--- config.mk ---
export PLATFORM = sky130hd
export DESIGN_NAME = maverik_seq
export DESIGN_NICKNAME = d
export VERILOG_FILES = /design/src/rtl/maverik_seq.sv
export SDC_FILE = /design/constraint.sdc
export NUM_CORES = 1
export LEC_CHECK = 0
export BUFFER_PORTS_ARGS = -buffer_cell sky130_fd_sc_hd__buf_2
export CORE_MARGIN = 4
export CORE_UTILIZATION = 40
export CTS_CLUSTER_DIAMETER = 100
export DETAILED_ROUTE_END_ITERATION = 8
export GPL_ROUTABILITY_DRIVEN = 0
export PLACE_DENSITY = 0.68
export SETUP_SLACK_MARGIN = 0.4
export SLEW_MARGIN = 15
export SYNTH_ARGS = -nofsm -noshare
export SYNTH_HDL_FRONTEND = slang
export SYNTH_SLANG_ARGS = --single-unit
--- constraint.sdc ---
create_clock -name clk -period 2.28 [get_ports clk]
set_clock_uncertainty 0.2 [all_clocks]
set_input_delay 0.114 -clock clk [delete_from_list [all_inputs] [get_ports clk]]
set_output_delay 0.114 -clock clk [all_outputs]
set_load 0.01 [all_outputs]
--- src/rtl/maverik_seq.sv ---
// maverik_seq: multi-cycle FETCH/DECODE/EXEC/WB sequencer for the
// 8-bit accumulator core, with run/halt/step and a PC breakpoint.
//
// Ports:
//   clk, rst        rising-edge clock, async active-high reset
//   instr           program memory data (one cycle after address)
//   pc_in           current datapath PC / memory address
//   run_req         level: leave HALTED and run continuously
//   step_req        level: leave HALTED for exactly one instruction
//   halt_req        level: stop at the next instruction boundary
//   bp_en, bp_addr  breakpoint enable and address
//   ir              instruction register
//   pc_we, pc_sel   PC load strobe and source (1 = jump target)
//   acc_we          accumulator load strobe
//   state           HALTED=0 FETCH=1 DECODE=2 EXEC=3 WB=4
//   halted          state is HALTED
//   step_done       pulse after a single step completes
//   bp_hit          pulse when the breakpoint stops execution
//   instr_count     retired instruction counter (wraps)
module maverik_seq #(
   parameter logic [2:0] JMP_OPCODE    = 3'b011,
   parameter logic [2:0] HALT_OPCODE   = 3'b111,
   parameter bit         HALT_EN       = 1'b1,
   parameter bit         START_RUNNING = 1'b1
) (
   input  logic        clk,
   input  logic        rst,
   input  logic [7:0]  instr,
   input  logic [7:0]  pc_in,
   input  logic        run_req,
   input  logic        step_req,
   input  logic        halt_req,
   input  logic        bp_en,
   input  logic [7:0]  bp_addr,
   output logic [7:0]  ir,
   output logic        pc_we,
   output logic        pc_sel,
   output logic        acc_we,
   output logic [2:0]  state,
   output logic        halted,
   output logic        step_done,
   output logic        bp_hit,
   output logic [15:0] instr_count
);

   typedef enum logic [2:0] {
      S_HALTED = 3'd0,
      S_FETCH  = 3'd1,
      S_DECODE = 3'd2,
      S_EXEC   = 3'd3,
      S_WB     = 3'd4
   } state_t;

   localparam state_t RESET_STATE = START_RUNNING ? S_FETCH : S_HALTED;

   state_t      state_q, state_d;
   logic [7:0]  ir_q;
   logic [15:0] cnt_q;
   logic        step_done_q, step_done_d;
   logic        bp_hit_q, bp_hit_d;
   logic        step_mode_q, step_mode_d;
   logic        bp_armed_q, bp_armed_d;
   logic        halt_pend_q, halt_pend_d;
   logic        ir_load;
   logic        retire;
   logic        is_jmp;
   logic        is_halt;
   logic        in_wb;

   assign is_jmp  = (ir_q[7:5] == JMP_OPCODE);
   assign is_halt = HALT_EN && (ir_q[7:5] == HALT_OPCODE);
   assign in_wb   = (state_q == S_WB);

   always_ff @(posedge clk or posedge rst) begin
      if (rst) begin
         state_q     <= RESET_STATE;
         ir_q        <= 8'h00;
         cnt_q       <= 16'h0000;
         step_done_q <= 1'b0;
         bp_hit_q    <= 1'b0;
         step_mode_q <= 1'b0;
         bp_armed_q  <= 1'b0;
         halt_pend_q <= 1'b0;
      end else begin
         state_q     <= state_d;
         step_done_q <= step_done_d;
         bp_hit_q    <= bp_hit_d;
         step_mode_q <= step_mode_d;
         bp_armed_q  <= bp_armed_d;
         halt_pend_q <= halt_pend_d;
         if (ir_load) ir_q <= instr;
         if (retire)  cnt_q <= cnt_q + 16'd1;
      end
   end

   always_comb begin
      state_d     = state_q;
      step_mode_d = step_mode_q;
      bp_armed_d  = bp_armed_q;
      // a short halt_req pulse mid-instruction is remembered until WB
      halt_pend_d = halt_pend_q | halt_req;
      step_done_d = 1'b0;
      bp_hit_d    = 1'b0;
      ir_load     = 1'b0;
      retire      = 1'b0;
      unique case (state_q)
         S_FETCH: begin
            if (bp_en && bp_armed_q && (pc_in == bp_addr)) begin
               state_d     = S_HALTED;
               bp_hit_d    = 1'b1;
               bp_armed_d  = 1'b0;
               halt_pend_d = 1'b0;
            end else begin
               state_d = S_DECODE;
            end
         end
         S_DECODE: begin
            ir_load = 1'b1;
            state_d = S_EXEC;
         end
         S_EXEC: state_d = S_WB;
         S_WB: begin
            retire     = 1'b1;
            bp_armed_d = 1'b1;
            if (is_halt) begin
               state_d     = S_HALTED;
               halt_pend_d = 1'b0;
            end else if (step_mode_q) begin
               state_d     = S_HALTED;
               step_done_d = 1'b1;
               step_mode_d = 1'b0;
               halt_pend_d = 1'b0;
            end else if (halt_req || halt_pend_q) begin
               state_d     = S_HALTED;
               halt_pend_d = 1'b0;
            end else begin
               state_d = S_FETCH;
            end
         end
         S_HALTED: begin
            halt_pend_d = 1'b0;
            // disarm so resuming on the breakpoint address executes it
            if (halt_req) begin
               state_d = S_HALTED;
            end else if (step_req) begin
               state_d     = S_FETCH;
               step_mode_d = 1'b1;
               bp_armed_d  = 1'b0;
            end else if (run_req) begin
               state_d     = S_FETCH;
               step_mode_d = 1'b0;
               bp_armed_d  = 1'b0;
            end
         end
         default: state_d = S_HALTED;
      endcase
   end

   assign ir          = ir_q;
   assign pc_we       = in_wb;
   assign pc_sel      = in_wb && is_jmp;
   assign acc_we      = in_wb && !is_jmp && !is_halt;
   assign state       = state_q;
   assign halted      = (state_q == S_HALTED);
   assign step_done   = step_done_q;
   assign bp_hit      = bp_hit_q;
   assign instr_count = cnt_q;

endmodule

==> results.cfg, run 1 <==
[timing]
rsz0062_at_grt = false
worst_margin_pin_slew_ns = 0.467
finalWorstPathRequiredPeriod_ns = 1.80
timing_max_transition_violations_final = 0
slew_headroom_pct = 68.6
achievable-frequency_ghz = 0.554
report.final.setup_viol = 0
final.setup.tns_ns = 0
report.final.hold_viol_count = 0
final_min_period_over_clock_period_pct = 79.1

[drt]
total_number_of_vias = 1312
drt-initial-drc-count = 25
route.detailed.drc = 0
detailedRoute.firstPassIterationCount = 4
routedWlPerCell_um = 13.4
final_antenna_net_count = 0
finalWirelength_um = 3560
routed_via_density = 4.93

[cells_and_area]
flow.area_growth_from_synthesis_pct = 44.0
layout.filler_cells = 293
multi_input_comb_area_um2 = 674
area.sequential_um2 = 802
finish.cell_count_without_fillers = 266
antennaDiodeCount = 0
final_net_count = 249
post_route_cells_drive_above_1_share_pct = 42.7
final_core_util_pct = 59.9

[yosys]
yosysTopAreaCellShare_pct = 50.9
count_of_different_cell_masters_after_synthesis = 33
synth.area.top_cells = dfrtp_1 (51%), xnor2_1 (12%), mux2_2 (5.9%)
top_cell_type_by_total_area_after_synthesis = dfrtp_1
synth-main-ff-cell = dfrtp_1
synth_nets = 160
synth_seq_cells = 32
ys_seq_area_share_pct = 52.7
syn_avg_cell_area_um2 = 11.8
synth_commonest_cells = dfrtp_1 (31), xnor2_1 (21), nand2_1 (13), mux2_2 (8), nand4_1 (6)
async_reset_ff_share_pct = 100
yosysWarningCount = 0
synth-edff-count = 0
synthCells = 129
synth.most_common_cell = dfrtp_1
synth_area_um2 = 1520

[floorplan]
floorplan.initialDensity_pct = 41.6
die_area_um2 = 4860
die_w_um = 69.7
die_h_um = 69.7
rows = 22
num_io_pins = 63
core_area_um2 = 3660

[setup_path]
worst-path-buf-inv = 1
cpMaxStageDelayCell = or3b_4
crit_chain = or3b_4 -> clkinv_4 -> and4_4 -> nand4_4 -> xnor2_2
critPathKind = reg -> reg
critPathLaunch = state[0]
cp_data_required_time_ns = 2.25
critical_path.endpoint = instr_count[10]
ff2ff_path_depth = 5
regToRegStartpoint = state[0]
reg2reg_slack_ns = 0.48
timing.critical_path.max_delay_family = simple AND/OR/NAND/NOR gates
timing.critical_path.depth = 5
worst_setup_path_start_kind = flip-flop
critical_path.max_fanout = 8
endpoint_kind = flip-flop
capture_point_of_the_worst_reg_to_reg_path = instr_count[10]
wp_data_arrival_ns = 1.77
critical_path.max_stage_delay_ns = 0.44

[grt]
pin_count_of_the_biggest_net_entering_global_routing = 33
antenna_found_initial = 0
globalRoute.totalOverflow = 0
wire_length_of_the_first_global_routing_pass_um = 6030
gr-usage-all-layers_pct = 15.6
vias_in_the_first_global_route = 1354

[cts]
tritoncts_num_sinks = 32
cts-root-to-sink-buffers = 2
cts_max_level = 2
tritoncts = done
cts_inserted_buffers = 5
clock_tree_root_buffer_cell = clkbuf_8
worst_skew_pair.late_latency_ns = 0.28
clk_transition_reported_paths_ns = 0.06

[pwr]
netSwitchingFraction_pct = 33.9
clock_power_share_pct = 21.3
power-per-cell-area_nw_per_um2 = 984
power.static_leakage_nw = 1.07
share_seq_of_total_power_pct = 41.1
internal_power_w = 0.00143
share_comb_of_total_power_pct = 37.6
switching_power_w = 0.000731
p_total_w = 0.00216
max-vdd-ir-drop_v = 0.000575

[job]
max_cap_viol_count = 0

[placement]
dp_hpwl_um = 2520
place.port_buffers = 62
placedCellCount = 238

[run_status]
outcome = complete, no violations

[hold_path]
hold_path_class = in -> reg
min_delay_path_depth = 4
## worst min-delay path, delay by kind of cell
family | cells | cell delay [ns]
xor gates and xnor gates | 1 | 0.06
buffers and inverters | 1 | 0.08
and+or+nand+nor | 2 | 0.19
## sequential cells by signal (all words and copies together) (netlist names)
register / flops
step_done: 1
instr_count: 16
ir: 8
bp_armed_q: 1
state: 3
bp_hit: 1
halt_pend_q: 1
step_mode_q: 1
## final cells by class
class / instances / area share [%]
Clock buffer: 7 / 4.39
Inverter: 2 / 0.570
Multi-Input combinational cell: 90 / 30.7
Sequential cell: 32 / 36.6
Tap cell: 48 / 2.74
Timing Repair Buffer: 87 / 25.0
## layout by cell type (no fill, tap or decap), types with 2 or more instances in the layout
master and n:
mux2_2 8, nand4_1 6, xnor2_1 21, buf_4 5, dlygate4sd3_1 20, nand3_1 4, nand3_2 3, a21oi_1 3
nand2_1 13, nor2_1 3, nor3_1 4, o21ai_0 3, buf_2 62, and3_1 3, and4_1 2, dfrtp_1 31
clkbuf_8 7, nor4_1 2
## cell families after synthesis
family                   Yosys count  share of synthesized area [%]
AO/OA/AOI/OAI                     12                           5.26
XOR/XNOR                          23                           13.7
adder cells (fa/ha/maj)            1                          0.822
buffers and inverters              7                           3.53
flip-flops                        32                           52.7
multiplexers                       8                           5.92
AND/OR/NAND/NOR                   46                           18.1
## metrics by stage
stage	area [um2]	setup slack [ns]	hold WS [ns]
floorplan	1520	0.286	0.0295
global placement	1880	0.252	0.0123
detailed placement	1880	0.208	0.0254
CTS	2190	0.422	0.0000187
global route	2190	0.410	0.0301
finish	2190	0.475	0.0111
## metal layers
| metal | vias up | share of wire, % | global-route usage (%) |
|---|---|---|---|
| met5 | - | 0 | 0 |
| met4 | 0 | 1.2 | 4.68 |
| met3 | 3 | 8.9 | 6.96 |
| met2 | 49 | 52 | 26.9 |
| met1 | 623 | 38 | 17.2 |
| li1 | 637 | - | - |
## power groups by stage
stage | Combinational, W | Clock (W) | Sequential (W)
after floorplan | 0.000432 | 0 | 0.000936
after global placement | 0.000744 | 0 | 0.000891
after detailed placement | 0.000766 | 0 | 0.000899
after CTS | 0.000801 | 0.000477 | 0.000895
after global routing | 0.000892 | 0.000494 | 0.000915
final | 0.000812 | 0.000460 | 0.000886
## worst min path at each step
stage                          start               to  slack [ns]
after CTS                 bp_addr[0]           bp_hit     0.00002
after global placement           rst            ir[0]        0.01
after floorplan                  rst       bp_armed_q        0.03
after detailed placement         rst  instr_count[12]        0.03
final                     bp_addr[2]           bp_hit        0.01
after global routing        pc_in[4]           bp_hit        0.03
## timing repair
action | 4_1_cts | 5_1_grt
hold buffers | 20 | 0
pin swaps | 0 | 1
hold endpoints to repair | 43 | 0
endpoints found under the setup margin | 14 | 7
gates resized for setup | 4 | 0
setup buffers | 0 | 1
No activity file was read; power rests on OpenSTA's default activity.
==> inputs of run 2 (changes only) <==
--- a/config.mk
+++ b/config.mk
@@ -5,6 +5,7 @@
 export SDC_FILE = /design/constraint.sdc
 export NUM_CORES = 1
 export LEC_CHECK = 0
+export ABC_AREA = 1
 export BUFFER_PORTS_ARGS = -buffer_cell sky130_fd_sc_hd__buf_2
 export CORE_MARGIN = 4
 export CORE_UTILIZATION = 40
==> constraint.sdc (replaced) <==
create_clock -name clk -period 1.7 [get_ports clk]
set_clock_uncertainty 0.2 [all_clocks]
set_input_delay 0.085 -clock clk [delete_from_list [all_inputs] [get_ports clk]]
set_output_delay 0.085 -clock clk [all_outputs]
set_load 0.01 [all_outputs]
==> results.cfg, run 2 <==
[run_status]
outcome = complete, no violations

[setup_path]
endpoint_kind = flip-flop
critical_path.max_fanout = 5
critical_path.max_stage_delay_ns = 0.41
cpMaxStageDelayCell = dfstp_2
crit_chain = nor2_4 -> nand2_4 -> nor3_4 -> and2_4 -> nand2_2 -> xor2_1 -> inv_1
cp_data_required_time_ns = 1.68
worst_setup_path_start_kind = flip-flop
timing.critical_path.max_delay_family = simple AND/OR/NAND/NOR gates
critPathKind = reg -> reg
wp_data_arrival_ns = 1.58
worst-path-buf-inv = 1

[yosys]
synth_commonest_cells = nand2_1 (65), dfrtp_1 (31), inv_1 (27), nor2_1 (19), xnor2_1 (10)
synthCells = 190
yosysWarningCount = 0
async_reset_ff_share_pct = 100
synth-main-ff-cell = dfrtp_1
synth.most_common_cell = nand2_1
synth_seq_cells = 32
top_cell_type_by_total_area_after_synthesis = dfrtp_1
synth_area_um2 = 1580
synth-edff-count = 0
ys_seq_area_share_pct = 50.8
yosysTopAreaCellShare_pct = 49.1
count_of_different_cell_masters_after_synthesis = 24
synth_nets = 221
syn_avg_cell_area_um2 = 8.31
synth.area.top_cells = dfrtp_1 (49%), nand2_1 (15%), inv_1 (6.4%)

[grt]
antenna_found_initial = 0
vias_in_the_first_global_route = 1319
wire_length_of_the_first_global_routing_pass_um = 6130
pin_count_of_the_biggest_net_entering_global_routing = 22
gr-usage-all-layers_pct = 15.8
globalRoute.totalOverflow = 0

[drt]
detailedRoute.firstPassIterationCount = 6
routedWlPerCell_um = 11.6
routed_via_density = 4.30
total_number_of_vias = 1444
drt-initial-drc-count = 84
route.detailed.drc = 0
final_antenna_net_count = 0
finalWirelength_um = 3900

[timing]
final_min_period_over_clock_period_pct = 94.1
fin_hold_ws_ns = 0.0177
rsz0062_at_grt = true
slew_headroom_pct = 67.6
report.final.setup_viol = 0
finalWorstPathRequiredPeriod_ns = 1.60
timing_max_transition_violations_final = 0
final.setup.tns_ns = 0
achievable-frequency_ghz = 0.625
worst_margin_pin_slew_ns = 0.485
report.final.hold_viol_count = 0

[pwr]
power.static_leakage_nw = 1.39
p_total_w = 0.00300
max-vdd-ir-drop_v = 0.000874
power-per-cell-area_nw_per_um2 = 1230

[floorplan]
core_area_um2 = 3740
die_area_um2 = 5020
rows = 22
die_w_um = 70.8
num_io_pins = 63
floorplan.initialDensity_pct = 42.2
die_h_um = 70.8

[cts]
cts_inserted_buffers = 5
worst_skew_pair.late_latency_ns = 0.28
clock_tree_root_buffer_cell = clkbuf_8
tritoncts_num_sinks = 32
cts_max_level = 2
tritoncts = done
clk_transition_reported_paths_ns = 0.07
cts-root-to-sink-buffers = 2

[placement]
dp_hpwl_um = 2670
total_placed_instance_area_um2 = 2000
place.port_buffers = 62

[job]
max_cap_viol_count = 0

[cells_and_area]
max_reg_flops = 16
flow.area_growth_from_synthesis_pct = 54.7
final_net_count = 318
post_route_cells_drive_above_1_share_pct = 40.6
layout.filler_cells = 331
top_library_cells_by_usage_in_the_layout_fill_and_taps_aside = nand2_1 (62), buf_2 (59), dfrtp_1 (28), inv_1 (25), nor2_1 (17)
antennaDiodeCount = 0
final_common_cell = nand2_1
final_design_area_no_fill_um2 = 2440

[hold_path]
hold_path_class = in -> reg
## run 2: power by group
part	leakage, nW	switching [W]	internal, W
Combinational	0.933	0.000674	0.000600
Sequential	0.417	0.000192	0.000963
Clock	0.0412	0.000283	0.000286
Total	1.39	0.00115	0.00185
## run 2: what timing repair did
| item | in CTS | in global routing |
|---|---|---|
| buffers inserted | 7 | 6 |
| endpoints found under the hold margin | 44 | 0 |
| setup endpoints to repair | 33 | 39 |
| gates resized for setup | 6 | 29 |
| cloned | 1 | 0 |
| pin swaps | 5 | 8 |
| hold buffers | 12 | 0 |
## run 2: area by class of cell
class / count / area [um2] / area share, %
clock buffers: 6 / 72.6 / 2.97
clock inverters: 2 / 12.5 / 0.512
inverters: 28 / 108 / 4.41
multi-input cells: 131 / 787 / 32.2
flip-flops and latches: 32 / 806 / 33.0
well taps: 48 / 60.1 / 2.46
repair buffers: 89 / 597 / 24.4
## run 2: path summary, 6_finish.rpt
| path | start | end | slack, ns | cells past startpoint |
|---|---|---|---|---|
| worst max-delay path | state[0] | instr_count[13] | 0.1 | 7 |
| worst min-delay path | pc_in[2] | bp_hit | 0.02 | 6 |
| worst max register to register | state[0] | instr_count[13] | 0.1 | 7 |
| worst min register to register | ir[4] | ir[4] | 0.27 | 2 |
| max in group asynchronous | rst | instr_count[5] | 0.65 | 4 |
| min in group asynchronous | rst | ir[0] | 0.16 | 3 |
## run 2: per-stage QoR
step / setup slack (ns) / util (%) / std cells
3_3_place_gp: 0.112 / 53.3 / 302
6_report: 0.0995 / 65.2 / 336
3_5_place_dp: 0.0630 / 53.3 / 302
5_1_grt: 0.00217 / 65.2 / 336
2_1_floorplan: 0.131 / - / 190
4_1_cts: 0.0962 / 61.0 / 330
## run 2: logic make-up after synthesis
logic type | after synthesis | share of synthesized area [%]
compound gates | 6 | 2.06
xor+xnor | 17 | 9.43
flops | 32 | 50.8
buf+inv | 28 | 6.66
simple gates | 106 | 30.3
fa+ha+maj | 1 | 0.792
## run 2: worst min-delay path: stages
cell and delay, ns:
buf_2 0.08, xnor2_1 0.05, o21ai_0 0.06, nor2_1 0.05
nand3_1 0.09, inv_1 0.04
## run 2: metal layers
layer / vias to the layer above / part of all wire, % / global-route usage [%] / wire, um
met3: 4 / 5.9 / 5.40 / 228
met4: 0 / 1.7 / 6.26 / 67
met5: - / 0 / 0 / 0
met1: 635 / 46 / 21.9 / 1790
met2: 36 / 47 / 22.6 / 1810
li1: 769 / - / - / -
==> inputs of run 3 (changes only) <==
--- a/config.mk
+++ b/config.mk
@@ -7,6 +7,7 @@
 export LEC_CHECK = 0
 export ABC_AREA = 1
 export BUFFER_PORTS_ARGS = -buffer_cell sky130_fd_sc_hd__buf_2
+export CORE_ASPECT_RATIO = 1.75
 export CORE_MARGIN = 4
 export CORE_UTILIZATION = 40
 export CTS_CLUSTER_DIAMETER = 100
==> results.cfg, run 3 (synthesis gave the netlist of run 2 again) <==
[timing]
rsz0062_at_grt = true
timing_max_transition_violations_final = 0
final.setup.tns_ns = 0
report.final.hold_viol_count = 0
slew_headroom_pct = 79.9
smallest_setup_slack_after_layout_ns = 0.0815
worst_margin_pin_slew_ns = 0.299
finalWorstPathRequiredPeriod_ns = 1.62
final_min_period_over_clock_period_pct = 95.2
achievable-frequency_ghz = 0.618
report.final.setup_viol = 0

[run_status]
outcome = complete, no violations

[drt]
route.detailed.drc = 0
final_antenna_net_count = 0
routedWlPerCell_um = 13.0
finalWirelength_um = 4470
total_number_of_vias = 1599
drt-initial-drc-count = 28
routed_via_density = 4.65
detailedRoute.firstPassIterationCount = 4

[grt]
antenna_found_initial = 0
globalRoute.totalOverflow = 0
pin_count_of_the_biggest_net_entering_global_routing = 17
vias_in_the_first_global_route = 1605
wire_length_of_the_first_global_routing_pass_um = 7030
gr-usage-all-layers_pct = 17.4

[floorplan]
die_w_um = 55.5
die_h_um = 91.1
die_area_um2 = 5060
floorplan.initialDensity_pct = 41.2
num_io_pins = 63
rows = 30
core_area_um2 = 3830

[placement]
dp_hpwl_um = 2930
dpl_worst_slack_ns = 0.0503
place.port_buffers = 62
total_placed_instance_area_um2 = 1990

[cts]
tritoncts_num_sinks = 32
cts_inserted_buffers = 5
clock_tree_root_buffer_cell = clkbuf_8
worst_skew_pair.late_latency_ns = 0.28
clk_transition_reported_paths_ns = 0.06
tritoncts = done
cts-root-to-sink-buffers = 2
cts_max_level = 2

[setup_path]
endpoint_kind = flip-flop
cp_data_required_time_ns = 1.67
wp_data_arrival_ns = 1.59
reg2reg_slack_ns = 0.08
ff2ff_path_depth = 8
critical_path.max_fanout = 3
critPathKind = reg -> reg
worst_setup_path_start_kind = flip-flop

[cells_and_area]
layout.filler_cells = 333
multi_input_comb_area_um2 = 803
flow.area_growth_from_synthesis_pct = 60.9
final_design_area_no_fill_um2 = 2540
post_route_cells_drive_above_1_share_pct = 45.3
area.sequential_um2 = 811
antennaDiodeCount = 0
max_reg_flops = 16
final_common_cell = nand2_1
top_library_cells_by_usage_in_the_layout_fill_and_taps_aside = nand2_1 (60), buf_2 (59), dfrtp_1 (24), inv_1 (23), nor2_1 (16)
final_net_count = 327

[pwr]
max-vdd-ir-drop_v = 0.000962
power-per-cell-area_nw_per_um2 = 1250
power.static_leakage_nw = 1.41

[hold_path]
min_delay_path_depth = 7
hold_path_class = in -> reg

[job]
max_cap_viol_count = 0
run 3: cell count changes in the layout (fill, tap and decap cells not counted), moves of 4 or more:
cell / previous run / this run
dfrtp_2: 3 / 7
buf_4: 8 / 13
buf_6: 9 / 14
dfrtp_1: 28 / 24
run 3: area by class of cell:
class | instances | share of cell area, %
clock inverters | 1 | 0.197
repair inverters | 1 | 0.295
multi-input cells | 130 | 31.6
flip-flops and latches | 32 | 31.9
clock buffers | 6 | 2.86
inverters | 28 | 4.38
well taps | 48 | 2.36
repair buffers | 98 | 26.4
run 3: power breakdown:
part	internal, W	switching, W	total (W)	leakage [nW]
sequential	0.000970	0.000194	0.00116	0.411
clock	0.000278	0.000266	0.000544	0.0410
combinational	0.000703	0.000762	0.00147	0.953
run 3: critical path: stages, from the launching register on:
cell and delay (ns):
dfstp_2 0.57, buf_4 0.13, inv_1 0.07, nor3_4 0.15, nand3_2 0.13, nand2_2 0.09
nand2_1 0.05, nand2_1 0.06, nand2_1 0.06
run 3: worst paths after layout:
path                                   endpoint             from
min in group asynchronous        instr_count[0]              rst
max in group asynchronous        instr_count[5]              rst
worst max-delay path                 bp_armed_q         state[0]
worst min-delay path                   state[1]         pc_in[2]
worst max register to register       bp_armed_q         state[0]
worst min register to register  instr_count[15]  instr_count[15]
run 3: per-layer routing:
metal  GRT usage, %  up-vias  part of all wire (%)
met4           7.51        0                   2.2
met3           3.98       11                   5.0
met5              0        -                     0
li1               -      785                     -
met2           32.1       51                    59
met1           18.2      752                    34
run 3: metrics by stage:
stage | cells | hold slack (ns) | total power, W | util [%]
after floorplan | 190 | 0.000394 | 0.00169 | -
after CTS | 338 | 0.0552 | 0.00300 | 62.2
final | 344 | 0.0894 | 0.00317 | 66.4
after global placement | 303 | -0.0628 | 0.00205 | 52.0
after global routing | 344 | 0.133 | 0.00338 | 66.4
after detailed placement | 303 | -0.0611 | 0.00209 | 52.0
run 3: timing repair:
item                                    4_1_cts  5_1_grt
buffers inserted                             15        6
hold endpoints to repair                     22        0
gates resized for setup                      24       27
gates cloned                                  1        0
hold buffers                                 12        0
endpoints found under the setup margin       35       51
pin swaps                                     9       10
